===== src/rtl/wave_seq.sv =====
// wave_seq: timed waveform sample generator driving a DAC serializer.
// A programmable tick paces samples. Each sample is a start/done handshake
// with the serializer. The phase accumulator advances only after the
// conversion has completed.
//
// Handshake with the serializer: dac_start is a level request that stays
// high until dac_done is sampled low, which means the serializer has
// accepted the request. The conversion is finished when dac_done returns
// high. dac_din is held stable from the request until the conversion ends.
module wave_seq #(
    parameter int PERIOD_W = 16
) (
    input  logic                clk,
    input  logic                rst,
    input  logic                enable,
    input  logic [PERIOD_W-1:0] period,
    input  logic [1:0]          mode,
    input  logic [11:0]         step,
    input  logic                dac_done,
    output logic                dac_start,
    output logic [11:0]         dac_din,
    output logic                busy,
    output logic                overrun,
    output logic [15:0]         sample_cnt,
    output logic [1:0]          state_dbg
);

    typedef enum logic [1:0] {
        IDLE      = 2'd0,
        WAIT_TICK = 2'd1,
        REQ       = 2'd2,
        CONV      = 2'd3
    } state_t;

    state_t              state_q, state_d;
    logic [PERIOD_W-1:0] tick_cnt_q, tick_cnt_d;
    logic [11:0]         acc_q, acc_d;
    logic [11:0]         din_q, din_d;
    logic                start_q, start_d;
    logic                overrun_q, overrun_d;
    logic [15:0]         cnt_q, cnt_d;
    logic [1:0]          mode_q, mode_d;
    logic                tick;
    logic [11:0]         wave;

    // The tick fires when the counter reaches period. The >= comparison
    // recovers in a single cycle if period is lowered below the current count.
    assign tick = (state_q != IDLE) && (tick_cnt_q >= period);

    // Waveform value for the current phase. It is only captured at REQ entry.
    always_comb begin
        wave = acc_q;
        case (mode)
            2'd0:    wave = acc_q;
            2'd1:    wave = acc_q[11] ? {~acc_q[10:0], 1'b1} : {acc_q[10:0], 1'b0};
            2'd2:    wave = acc_q[11] ? 12'hFFF : 12'h000;
            default: wave = step;
        endcase
    end

    // Next-state, tick counter and datapath updates.
    always_comb begin
        state_d    = state_q;
        tick_cnt_d = tick_cnt_q;
        acc_d      = acc_q;
        din_d      = din_q;
        start_d    = start_q;
        overrun_d  = overrun_q;
        cnt_d      = cnt_q;
        mode_d     = mode_q;

        if (state_q != IDLE) begin
            tick_cnt_d = tick ? '0 : tick_cnt_q + PERIOD_W'(1);
        end

        case (state_q)
            IDLE: begin
                if (enable) begin
                    state_d    = WAIT_TICK;
                    tick_cnt_d = '0;
                end
            end
            WAIT_TICK: begin
                if (!enable) begin
                    state_d = IDLE;
                end else if (tick) begin
                    state_d = REQ;
                    din_d   = wave;
                    start_d = 1'b1;
                    mode_d  = mode;
                end
            end
            REQ: begin
                // Ticks that arrive during a conversion are dropped and flagged.
                if (tick) overrun_d = 1'b1;
                if (!dac_done) begin
                    state_d = CONV;
                    start_d = 1'b0;
                end
            end
            CONV: begin
                if (tick) overrun_d = 1'b1;
                if (dac_done) begin
                    cnt_d = cnt_q + 16'd1;
                    // Constant mode holds the phase. This uses the mode latched for this sample.
                    if (mode_q != 2'd3) acc_d = acc_q + step;
                    state_d = enable ? WAIT_TICK : IDLE;
                end
            end
            default: state_d = IDLE;
        endcase
    end

    // State registers with synchronous reset.
    always_ff @(posedge clk) begin
        if (rst) begin
            state_q    <= IDLE;
            tick_cnt_q <= '0;
            acc_q      <= '0;
            din_q      <= '0;
            start_q    <= 1'b0;
            overrun_q  <= 1'b0;
            cnt_q      <= '0;
            mode_q     <= '0;
        end else begin
            state_q    <= state_d;
            tick_cnt_q <= tick_cnt_d;
            acc_q      <= acc_d;
            din_q      <= din_d;
            start_q    <= start_d;
            overrun_q  <= overrun_d;
            cnt_q      <= cnt_d;
            mode_q     <= mode_d;
        end
    end

    assign dac_start  = start_q;
    assign dac_din    = din_q;
    assign busy       = (state_q != IDLE);
    assign overrun    = overrun_q;
    assign sample_cnt = cnt_q;
    assign state_dbg  = state_q;

endmodule


===== config.mk =====
export PLATFORM = sky130hd
export DESIGN_NAME = wave_seq
export DESIGN_NICKNAME = d
export VERILOG_FILES = /design/src/rtl/wave_seq.sv
export SDC_FILE = /design/constraint.sdc
export NUM_CORES = 1
export LEC_CHECK = 0
export ABC_AREA = 1
export BUFFER_PORTS_ARGS = -buffer_cell sky130_fd_sc_hd__buf_2
export CORE_MARGIN = 3
export CORE_UTILIZATION = 48
export CTS_BUF_LIST = sky130_fd_sc_hd__clkbuf_16
export DETAILED_ROUTE_END_ITERATION = 12
export PLACE_DENSITY_LB_ADDON = 0.2
export SYNTH_ARGS = -nofsm -noshare
export SYNTH_HDL_FRONTEND = slang
export SYNTH_SLANG_ARGS = --single-unit

===== constraint.sdc =====
create_clock -name clk -period 1.7 [get_ports clk]
set_input_delay 0 -clock clk [delete_from_list [all_inputs] [get_ports clk]]
set_output_delay 0 -clock clk [all_outputs]
set_load 0.01 [all_outputs]

==> flow_summary_export.csv, run 1 <==
group,metric,value,unit
power_and_ir_drop,swShare,0.253,
logic_synthesis,yosysTopAreaCell,"dfxtp_1",
logic_synthesis,ys_ff_latch,62,
timing,worst_clock_skew,0.00641,ns
routing,firstDrtPassIters,5,
routing,wl_met1,5070,um
finish,layout_commonest_cell,"nand2_1",
setup_path,critPathKind,"reg2reg",
routing,detail-route-antenna-nets,0,
setup_path,worst-path-max-fanout,7,
power_and_ir_drop,power.internal,0.00274,W
timing,tightest_slew,0.679,ns
clocking,cts_max_path_buffers,2,
placement,place_congestion,0.858,
placement,pre_cts_ws,-0.142,ns
routing,num_vias,4206,
outcome,outcome,"finished with violations",
global_routing,grt.overflow.total,0,
power_and_ir_drop,cellPowerDensity,659,nW/um^2
logic_synthesis,ys_top_cells_by_area,"dfxtp_1, ha_1, nand2_1",
finish,synthToLayoutAreaGrowth,41.7,%
clocking,cts_tree,"done",
logic_synthesis,syn_nets,624,
routing,first_iter_violations,261,
logic_synthesis,netlist.area_leader.share,0.316,
logic_synthesis,synth_area,3930,sq um
power_and_ir_drop,p_sw,0.000929,W
finish,final_nets,747,
routing,wl_met3,509,um
hold_path,hold-path-endpoint,"mode_q[1]$_SDFFE_PP0P_",
setup_path,worstPathRequired,1.95,ns
logic_synthesis,synth_edf_count,0,
power_and_ir_drop,p_clk_frac,0.500,
global_routing,track_usage,0.233,
finish,layout_common_cells,"nand2_1, inv_1, buf_2",
setup_path,critical-path-max-stage-delay,0.35,ns
global_routing,grt_pass1_wl,16900,um
hold_path,hp-class,"in2reg",
setup_path,cp_cell_sequence,"ha_4 > nand2_1 > inv_1 > o21bai_1 > a21oi_1 > nor2_2 > nand2_4 > nand2_4 > o21ai_4 > clkbuf_16 > nor3_2",
timing,drv_slew,0,
timing,hold_viol_final,0,
die,ios,67,
clocking,htreeDepth,3,
logic_synthesis,seq_area_frac_synth,0.316,
routing,routed_wl,11800,um
clocking,clock_latency,0.33,ns
finish,drive_above_1_share,0.358,
setup_path,critPathArrivalTime,2.05,ns
finish,antenna_cells,0,
setup_path,r2r-start,"tick_cnt_q[9]$_SDFF_PP0_",
power_and_ir_drop,p_comb_frac,0.102,
setup_path,worstSetupStartpointType,"register",
logic_synthesis,syn-instance-count,560,
routing,highest_layer,"met4",
finish,nFillCells,608,
outcome,violations,"negative setup slack",
timing,rsz0062_at_grt,"true",
power_and_ir_drop,p_leak,2.57,nW
power_and_ir_drop,seqPwrFrac,0.399,
routing,detail_route.wl_per_cell,14.9,um
timing,slew_headroom,0.547,
timing,finalCritPeriodShare,1.06,
clocking,path_clk_slew,0.06,ns
timing,final.min_clock_period,1.79,ns
placement,dp_hpwl,7910,um
routing,routed_via_density,5.32,
timing,fin_ws,-0.0942,ns
logic_synthesis,avgSynthCellArea,7.02,sq um
die,die_h,96.5,um
setup_path,rr_endpoint,"tick_cnt_q[10]$_SDFF_PP0_",
power_and_ir_drop,ir_drop,0.000513,V
logic_synthesis,synth_cell_types,39,
global_routing,grt_pass1_vias,3795,
die,initial_utilization,0.501,
clocking,numCtsBuffers,9,
timing,fin_tns_setup,-1.48,ns
routing,routed-wl-met2,6030,um
run,cap_violations,0,
clocking,numClockSinks,62,
global_routing,grt_antenna_before_repair,0,
routing,drc,0,
die,core_area,7850,sq um
die,dieArea,9310,sq um
logic_synthesis,ys_warn_count,0,
timing,setup_viol,31,
hold_path,whs_path_depth,3,
die,row_count,32,
finish,post-route-util,0.710,
logic_synthesis,synth_async_sr_flop_share,0,
logic_synthesis,synth-main-ff-cell,"dfxtp_1",
setup_path,crit_top_cell,"nand2_4",
global_routing,grt_max_degree,30,
setup_path,r2r_cells,11,
hold_path,min-delay-start,"mode[1]",
setup_path,slowest_stage,"dfxtp_2",
clocking,ctsRootBufferMaster,"clkbuf_16",
die,die_x,96.5,um
timing,fmax,0.557,GHz
setup_path,rrSetupSlack,-0.09,ns
placement,portBuffers,66,
setup_path,endpoint_kind,"register",
cells by family after synthesis:
| group | Yosys count | share of synthesized area |
|---|---|---|
| AO/OA/AOI/OAI | 129 | 0.180 |
| XOR/XNOR | 23 | 0.0512 |
| adder cells (fa/ha/maj) | 30 | 0.0974 |
| buffers and inverters | 96 | 0.0964 |
| flip-flops | 62 | 0.316 |
| AND/OR/NAND/NOR | 220 | 0.259 |
cell type report:
type                       count  area, sq um  share of cell area
tap                          102          128              0.0229
clock inverter                 7         72.6              0.0130
multi-input combinational    402         2730               0.489
clock buffer                   9          225              0.0404
inverter                      78          295              0.0530
sequential                    62         1260               0.227
timing repair buffer         130          862               0.155
stage by stage:
step	instances	hold WS, ns	instance area [sq um]	power, W
after floorplan	560	0.165	3940	0.00167
after global placement	757	0.309	4680	0.00179
after detailed placement	757	0.323	4680	0.00180
after CTS	777	0.00337	5110	0.00363
after global routing	790	0.0293	5570	0.00378
final	790	0.00676	5570	0.00367
sequential cells by signal, indices dropped and copies added (netlist names), named ones only:
| signal | flops |
|---|---|
| tick_cnt_q | 16 |
| state_dbg | 1 |
| acc_q | 12 |
| mode_q | 2 |
| overrun | 1 |
| sample_cnt | 16 |
| dac_start | 1 |
| dac_din | 12 |
power by group through the flow:
| stage | clock network [W] | logic [W] | registers [W] |
|---|---|---|---|
| 2_1_floorplan | 0 | 0.000176 | 0.00150 |
| 3_3_place_gp | 0 | 0.000296 | 0.00149 |
| 3_5_place_dp | 0 | 0.000304 | 0.00149 |
| 4_1_cts | 0.00184 | 0.000331 | 0.00146 |
| 5_1_grt | 0.00191 | 0.000408 | 0.00146 |
| 6_report | 0.00184 | 0.000373 | 0.00146 |
critical path: cells and delay by family (launching register included):
kind            cells  cell delay, ns
simple gates        5            0.58
compound gates      3            0.35
flops               1            0.35
buf+inv             2            0.22
fa+ha+maj           1            0.20
Yosys cell counts (4+ instances only):
master     n
a21oi_1   62
a31oi_1   10
buf_2     10
clkbuf_1   7
dfxtp_1   62
ha_1      29
inv_1     74
nand2_1   90
nand3_1   39
nand4_1    8
nor2_1    47
nor3_1    16
o21a_1     4
o21ai_0   34
o21ai_1    4
o21bai_1   4
xnor2_1    9
xor2_1    14
layer usage:
layer  track usage  vias to the layer above
met1         0.287                     1953
li1              -                     2121
met4        0.0666                        0
met3        0.0473                       16
met5             0                        -
met2         0.409                      116
how the worst max path moves through the flow:
stage / from / endpoint / slack, ns
3_5_place_dp: tick_cnt_q[0]$_SDFF_PP0_ / tick_cnt_q[14]$_SDFF_PP0_ / -0.14
3_3_place_gp: tick_cnt_q[0]$_SDFF_PP0_ / tick_cnt_q[14]$_SDFF_PP0_ / -0.04
4_1_cts: tick_cnt_q[0]$_SDFF_PP0_ / tick_cnt_q[14]$_SDFF_PP0_ / -0.03
5_1_grt: tick_cnt_q[9]$_SDFF_PP0_ / tick_cnt_q[12]$_SDFF_PP0_ / -0.19
2_1_floorplan: tick_cnt_q[11]$_SDFF_PP0_ / tick_cnt_q[10]$_SDFF_PP0_ / 0.0006
6_report: tick_cnt_q[9]$_SDFF_PP0_ / tick_cnt_q[10]$_SDFF_PP0_ / -0.09
what timing repair did:
| action | 4_1_cts | 5_1_grt |
|---|---|---|
| pin swaps | 4 | 35 |
| hold buffers | 1 | 0 |
| hold endpoints to repair | 1 | 0 |
| gates resized for setup | 19 | 88 |
| setup buffers | 2 | 12 |
| gates cloned | 1 | 1 |
| setup endpoints to repair | 40 | 46 |
Note: power is estimated with default switching activity, not from simulation.
==> run 2, diff against run 1 <==
Settings changed: CTS_CLUSTER_DIAMETER from default to 80, CTS_CLUSTER_SIZE from default to 30, RECOVER_POWER from default to 25.
==> run 2 against run 1 <==
  * The flow still finishes with violations (negative setup slack)
  * Cell count unchanged
  * Count of clock-buffer cells in the layout unchanged
  * Combinational power about the same
  * Via count up 0.14%
  * Critical path depth unchanged
  * Die area unchanged
  * Cell area down 0.31%
  * Sequential share of layout area up 0.071 points
  * Wire length about the same
==> flow_summary_export.csv, run 2 (synthesis gave the netlist of run 1 again) <==
group,metric,value,unit
outcome,outcome,"finished with violations",
outcome,violations,"negative setup slack",
clocking,numCtsBuffers,9,
global_routing,track_usage,0.233,
setup_path,crit_top_cell,"nand2_4",
clocking,clock_latency,0.33,ns
hold_path,min-delay-start,"mode[1]",
setup_path,critPathKind,"reg2reg",
placement,place_congestion,0.858,
setup_path,r2r_cells,11,
setup_path,endpoint_kind,"register",
timing,tightest_slew,0.694,ns
clocking,path_clk_slew,0.06,ns
power_and_ir_drop,ir_drop,0.000514,V
clocking,htreeDepth,3,
setup_path,rrSetupSlack,-0.09,ns
die,ios,67,
die,die_h,96.5,um
timing,finalCritPeriodShare,1.05,
setup_path,worstSetupStartpointType,"register",
setup_path,rr_endpoint,"tick_cnt_q[10]$_SDFF_PP0_",
clocking,cts_max_path_buffers,2,
finish,final_nets,747,
timing,fin_ws,-0.0933,ns
global_routing,grt_antenna_before_repair,0,
power_and_ir_drop,cellPowerDensity,662,nW/um^2
finish,antenna_cells,0,
routing,first_iter_violations,285,
die,core_area,7850,sq um
hold_path,hp-class,"in2reg",
global_routing,grt_pass1_vias,3795,
finish,final_cells,790,
timing,drv_slew,0,
clocking,ctsRootBufferMaster,"clkbuf_16",
power_and_ir_drop,total_power,0.00367,W
timing,rsz0062_at_grt,"true",
die,die_x,96.5,um
setup_path,cp-endpoint,"tick_cnt_q[10]$_SDFF_PP0_",
routing,firstDrtPassIters,5,
global_routing,grt_max_degree,30,
die,row_count,32,
setup_path,cp_cell_sequence,"ha_4 > nand2_1 > inv_1 > o21bai_1 > a21oi_1 > nor2_2 > nand2_4 > nand2_4 > o21ai_4 > clkbuf_16 > nor3_2",
die,dieArea,9310,sq um
timing,final.min_clock_period,1.79,ns
setup_path,r2r-start,"tick_cnt_q[9]$_SDFF_PP0_",
timing,setup_viol,31,
finish,drive_above_1_share,0.337,
setup_path,crit_family,"simple AND/OR/NAND/NOR gates",
die,initial_utilization,0.501,
setup_path,crit_buf_inv,2,
clocking,cts_tree,"done",
placement,portBuffers,66,
setup_path,worstPathRequired,1.95,ns
routing,drc,0,
finish,synthToLayoutAreaGrowth,41.3,%
setup_path,critPathArrivalTime,2.05,ns
setup_path,critical-path-max-stage-delay,0.35,ns
placement,place_inst,757,
setup_path,slowest_stage,"dfxtp_2",
finish,layout_common_cells,"nand2_1, inv_1, a21oi_1",
routing,routed_wl,11700,um
timing,worst_clock_skew,0.00603,ns
routing,detail-route-antenna-nets,0,
routing,detail_route.wl_per_cell,14.9,um
run,cap_violations,0,
routing,routed_via_density,5.33,
global_routing,grt.overflow.total,0,
power_and_ir_drop,p_leak,2.50,nW
timing,hold_viol_final,0,
placement,dp_hpwl,7910,um
setup_path,cp-startpoint,"tick_cnt_q[9]$_SDFF_PP0_",
setup_path,worstSetupPathDepth,11,
timing,slew_headroom,0.537,
clocking,numClockSinks,62,
setup_path,worst-path-max-fanout,7,
finish,layout_commonest_cell,"nand2_1",
global_routing,grt_pass1_wl,16900,um
routing,num_vias,4212,
timing,fmax,0.558,GHz
-- run 2: power by group --
part | switching (W) | internal, W
Clock | 0.000702 | 0.00114
Combinational | 0.000223 | 0.000150
Sequential | 0.00000601 | 0.00146
Total | 0.000931 | 0.00274
-- run 2: through the flow --
step / area [sq um] / util / hold slack, ns / worst slack [ns] / setup TNS, ns
after global routing: 5550 / 0.708 / 0.0293 / -0.190 / -4.72
after floorplan: 3940 / - / 0.165 / 0.000586 / 0
after global placement: 4680 / 0.596 / 0.309 / -0.0438 / -0.230
after detailed placement: 4680 / 0.596 / 0.323 / -0.142 / -1.24
final: 5550 / 0.708 / 0.00847 / -0.0933 / -1.48
after CTS: 5110 / 0.651 / 0.00337 / -0.0338 / -0.0959
-- run 2: routing by layer --
layer  up-vias  part of all wire  GRT usage
met5         -                 0          0
met4         0             0.012     0.0666
met3        16             0.042     0.0473
met2       115              0.51      0.409
met1      1960              0.43      0.287
li1       2121                 -          -
-- run 2: how the worst min path moves through the flow --
stage,to,cells after the start
global placement,dac_start$_SDFFE_PP0P_,3
global route,mode_q[1]$_SDFFE_PP0P_,3
finish,mode_q[1]$_SDFFE_PP0P_,3
CTS,mode_q[1]$_SDFFE_PP0P_,3
detailed placement,dac_start$_SDFFE_PP0P_,3
floorplan,mode_q[1]$_SDFFE_PP0P_,2
-- run 2: tightest hold or removal path, delay by kind of cell --
family                 cells  cell delay (ns)
buffers and inverters      1             0.14
AND/OR/NAND/NOR            1             0.08
AO/OA/AOI/OAI              1             0.06
-- run 2: layout make-up --
type | count | area [sq um]
clock buffer | 9 | 225
clock inverter | 7 | 72.6
fill | 615 | 2290
inverter | 78 | 295
multi-input combinational | 402 | 2730
sequential | 62 | 1260
tap | 102 | 128
timing repair buffer | 130 | 845
-- run 2: timing repair --
item,CTS,global route
resized for setup,19,88
hold buffers,1,0
cloned,1,1
setup endpoints to repair,40,46
pin swaps,4,35
hold endpoints to repair,1,0
buffers inserted,2,12
==> run 3, diff against run 2 <==
Settings changed: PLACE_DENSITY from default to 0.76, PLACE_DENSITY_LB_ADDON 0.2 to default.
==> run 3 against run 2 <==
  * The run still ends with negative setup slack left
  * Sequential share of layout area shrank 0.40 points
  * Register-to-register slack is essentially flat
  * Wire length grew 3.0%
  * Via count grew 1.9%
  * Die area is the same
  * Combinational power grew 5%
  * Largest power group unchanged
  * Utilization grew 1.1 points
  * Count of clock-buffer cells in the layout is the same
  * Fmax shrank 0.24%
  * Clock skew grew 0.0031 ns
  * Largest cell class unchanged
==> flow_summary_export.csv, run 3 (synthesis gave the netlist of run 1 again) <==
group,metric,value,unit
hold_path,hp-class,"in2reg",
power_and_ir_drop,cellPowerDensity,705,nW/um^2
timing,hold_viol_final,0,
clocking,cts_max_path_buffers,2,
outcome,outcome,"finished with violations",
global_routing,grt_pass1_vias,4186,
setup_path,critPathArrivalTime,2.05,ns
setup_path,critical-path-max-stage-delay,0.34,ns
clocking,ctsRootBufferMaster,"clkbuf_16",
global_routing,grt_pass1_wl,18700,um
global_routing,grt.overflow.total,0,
global_routing,grt_antenna_before_repair,0,
timing,setup_viol,30,
finish,layout_common_cells,"nand2_1, inv_1, a21oi_1",
finish,synthToLayoutAreaGrowth,43.5,%
global_routing,track_usage,0.257,
die,die_h,96.5,um
placement,place_congestion,0.878,
routing,routed_via_density,5.44,
setup_path,critPathKind,"reg2reg",
power_and_ir_drop,p_comb_frac,0.098,
finish,multi_input_area,2790,sq um
setup_path,worstPathRequired,1.96,ns
finish,drive_above_1_share,0.340,
clocking,htreeDepth,3,
outcome,violations,"negative setup slack",
finish,antenna_cells,0,
setup_path,endpoint_kind,"register",
clocking,clock_latency,0.33,ns
global_routing,grt_max_degree,45,
power_and_ir_drop,p_sw,0.000930,W
die,ios,67,
finish,seq_area,1260,sq um
timing,fin_ws,-0.0975,ns
timing,worst_clock_skew,0.00911,ns
setup_path,cp_cell_sequence,"ha_4 > nand4_1 > buf_4 > a21oi_4 > nor2_4 > nand2_4 > nand2_2 > or2_4 > a21oi_2",
finish,layout_commonest_cell,"nand2_1",
setup_path,worstSetupStartpointType,"register",
timing,tightest_slew,0.651,ns
die,die_x,96.5,um
placement,dp_hpwl,8030,um
finish,final_nets,745,
setup_path,slowest_stage,"dfxtp_2",
clocking,numCtsBuffers,9,
placement,portBuffers,66,
power_and_ir_drop,total_power,0.00398,W
routing,firstDrtPassIters,5,
die,dieArea,9310,sq um
die,core_area,7850,sq um
power_and_ir_drop,p_clk_frac,0.534,
timing,final.min_clock_period,1.80,ns
timing,slew_headroom,0.565,
routing,detail-route-antenna-nets,0,
power_and_ir_drop,ir_drop,0.000455,V
clocking,cts_tree,"done",
timing,drv_slew,0,
routing,detail_route.wl_per_cell,15.3,um
power_and_ir_drop,swShare,0.234,
routing,routed_wl,12100,um
power_and_ir_drop,seqPwrFrac,0.368,
clocking,numClockSinks,62,
die,row_count,32,
timing,finalCritPeriodShare,1.06,
finish,nFillCells,608,
setup_path,worst-path-max-fanout,4,
routing,num_vias,4290,
timing,rsz0062_at_grt,"true",
routing,drc,0,
timing,fmax,0.556,GHz
clocking,path_clk_slew,0.06,ns
die,initial_utilization,0.501,
run,cap_violations,0,
routing,first_iter_violations,253,
placement,pre_cts_ws,-0.107,ns
power_and_ir_drop,p_leak,2.50,nW
power_and_ir_drop,power.internal,0.00305,W
==> run 3: repair_timing <==
action,in CTS,in global routing
endpoints found under the hold margin,1,0
gates cloned,2,0
setup endpoints to repair,31,46
resized for setup,56,54
pin swaps,22,25
hold buffers,1,0
buffers inserted,4,5
==> run 3: power by group through the flow <==
| stage | combinational, W | sequential [W] | clock (W) |
|---|---|---|---|
| finish | 0.000391 | 0.00147 | 0.00212 |
| global route | 0.000431 | 0.00147 | 0.00222 |
| CTS | 0.000359 | 0.00147 | 0.00214 |
| detailed placement | 0.000304 | 0.00150 | 0 |
| global placement | 0.000295 | 0.00150 | 0 |
| floorplan | 0.000176 | 0.00150 | 0 |
==> run 3: path summary, 6_finish.rpt <==
check                                                from                        to  slack (ns)  depth (start not counted)
worst max-delay path            tick_cnt_q[12]$_SDFF_PP0_  dac_din[11]$_SDFFE_PP0P_        -0.1                          9
worst max register to register  tick_cnt_q[12]$_SDFF_PP0_  dac_din[11]$_SDFFE_PP0P_        -0.1                          9
worst min register to register   dac_din[10]$_SDFFE_PP0P_  dac_din[10]$_SDFFE_PP0P_        0.46                          2
worst min-delay path                              mode[1]    mode_q[1]$_SDFFE_PP0P_        0.01                          3
==> run 3: metal layers <==
layer | vias up | global-route usage | share of wire
met3 | 39 | 0.0589 | 0.056
met1 | 2001 | 0.293 | 0.40
met4 | 0 | 0.113 | 0.027
li1 | 2117 | - | -
met2 | 133 | 0.457 | 0.52
met5 | - | 0 | 0
==> run 3: area by class of cell <==
type | instances | share of cell area
multi-input cells | 402 | 0.494
flip-flops and latches | 62 | 0.223
repair buffers | 128 | 0.146
inverters | 78 | 0.0523
clock buffers | 9 | 0.0399
well taps | 102 | 0.0226
clock inverters | 7 | 0.0213
==> run 3: worst max-delay path: cells and delay by family, from the launching register on <==
family | cells | cell delay (ns)
buf+inv | 1 | 0.18
flops | 1 | 0.34
compound gates | 2 | 0.27
fa+ha+maj | 1 | 0.26
simple gates | 5 | 0.66
==> run 3: metrics by stage <==
stage                     utilization  instance area [sq um]  hold slack [ns]  TNS (ns)  instances
after CTS                       0.687                   5390          0.00284    -0.649        783
final                           0.719                   5640           0.0115     -1.78        788
after global placement          0.599                   4700            0.324  -0.00263        760
after detailed placement        0.599                   4700            0.328    -0.557        760
after floorplan                     -                   3940            0.165         0        560
after global routing            0.719                   5640           0.0365     -4.20        788
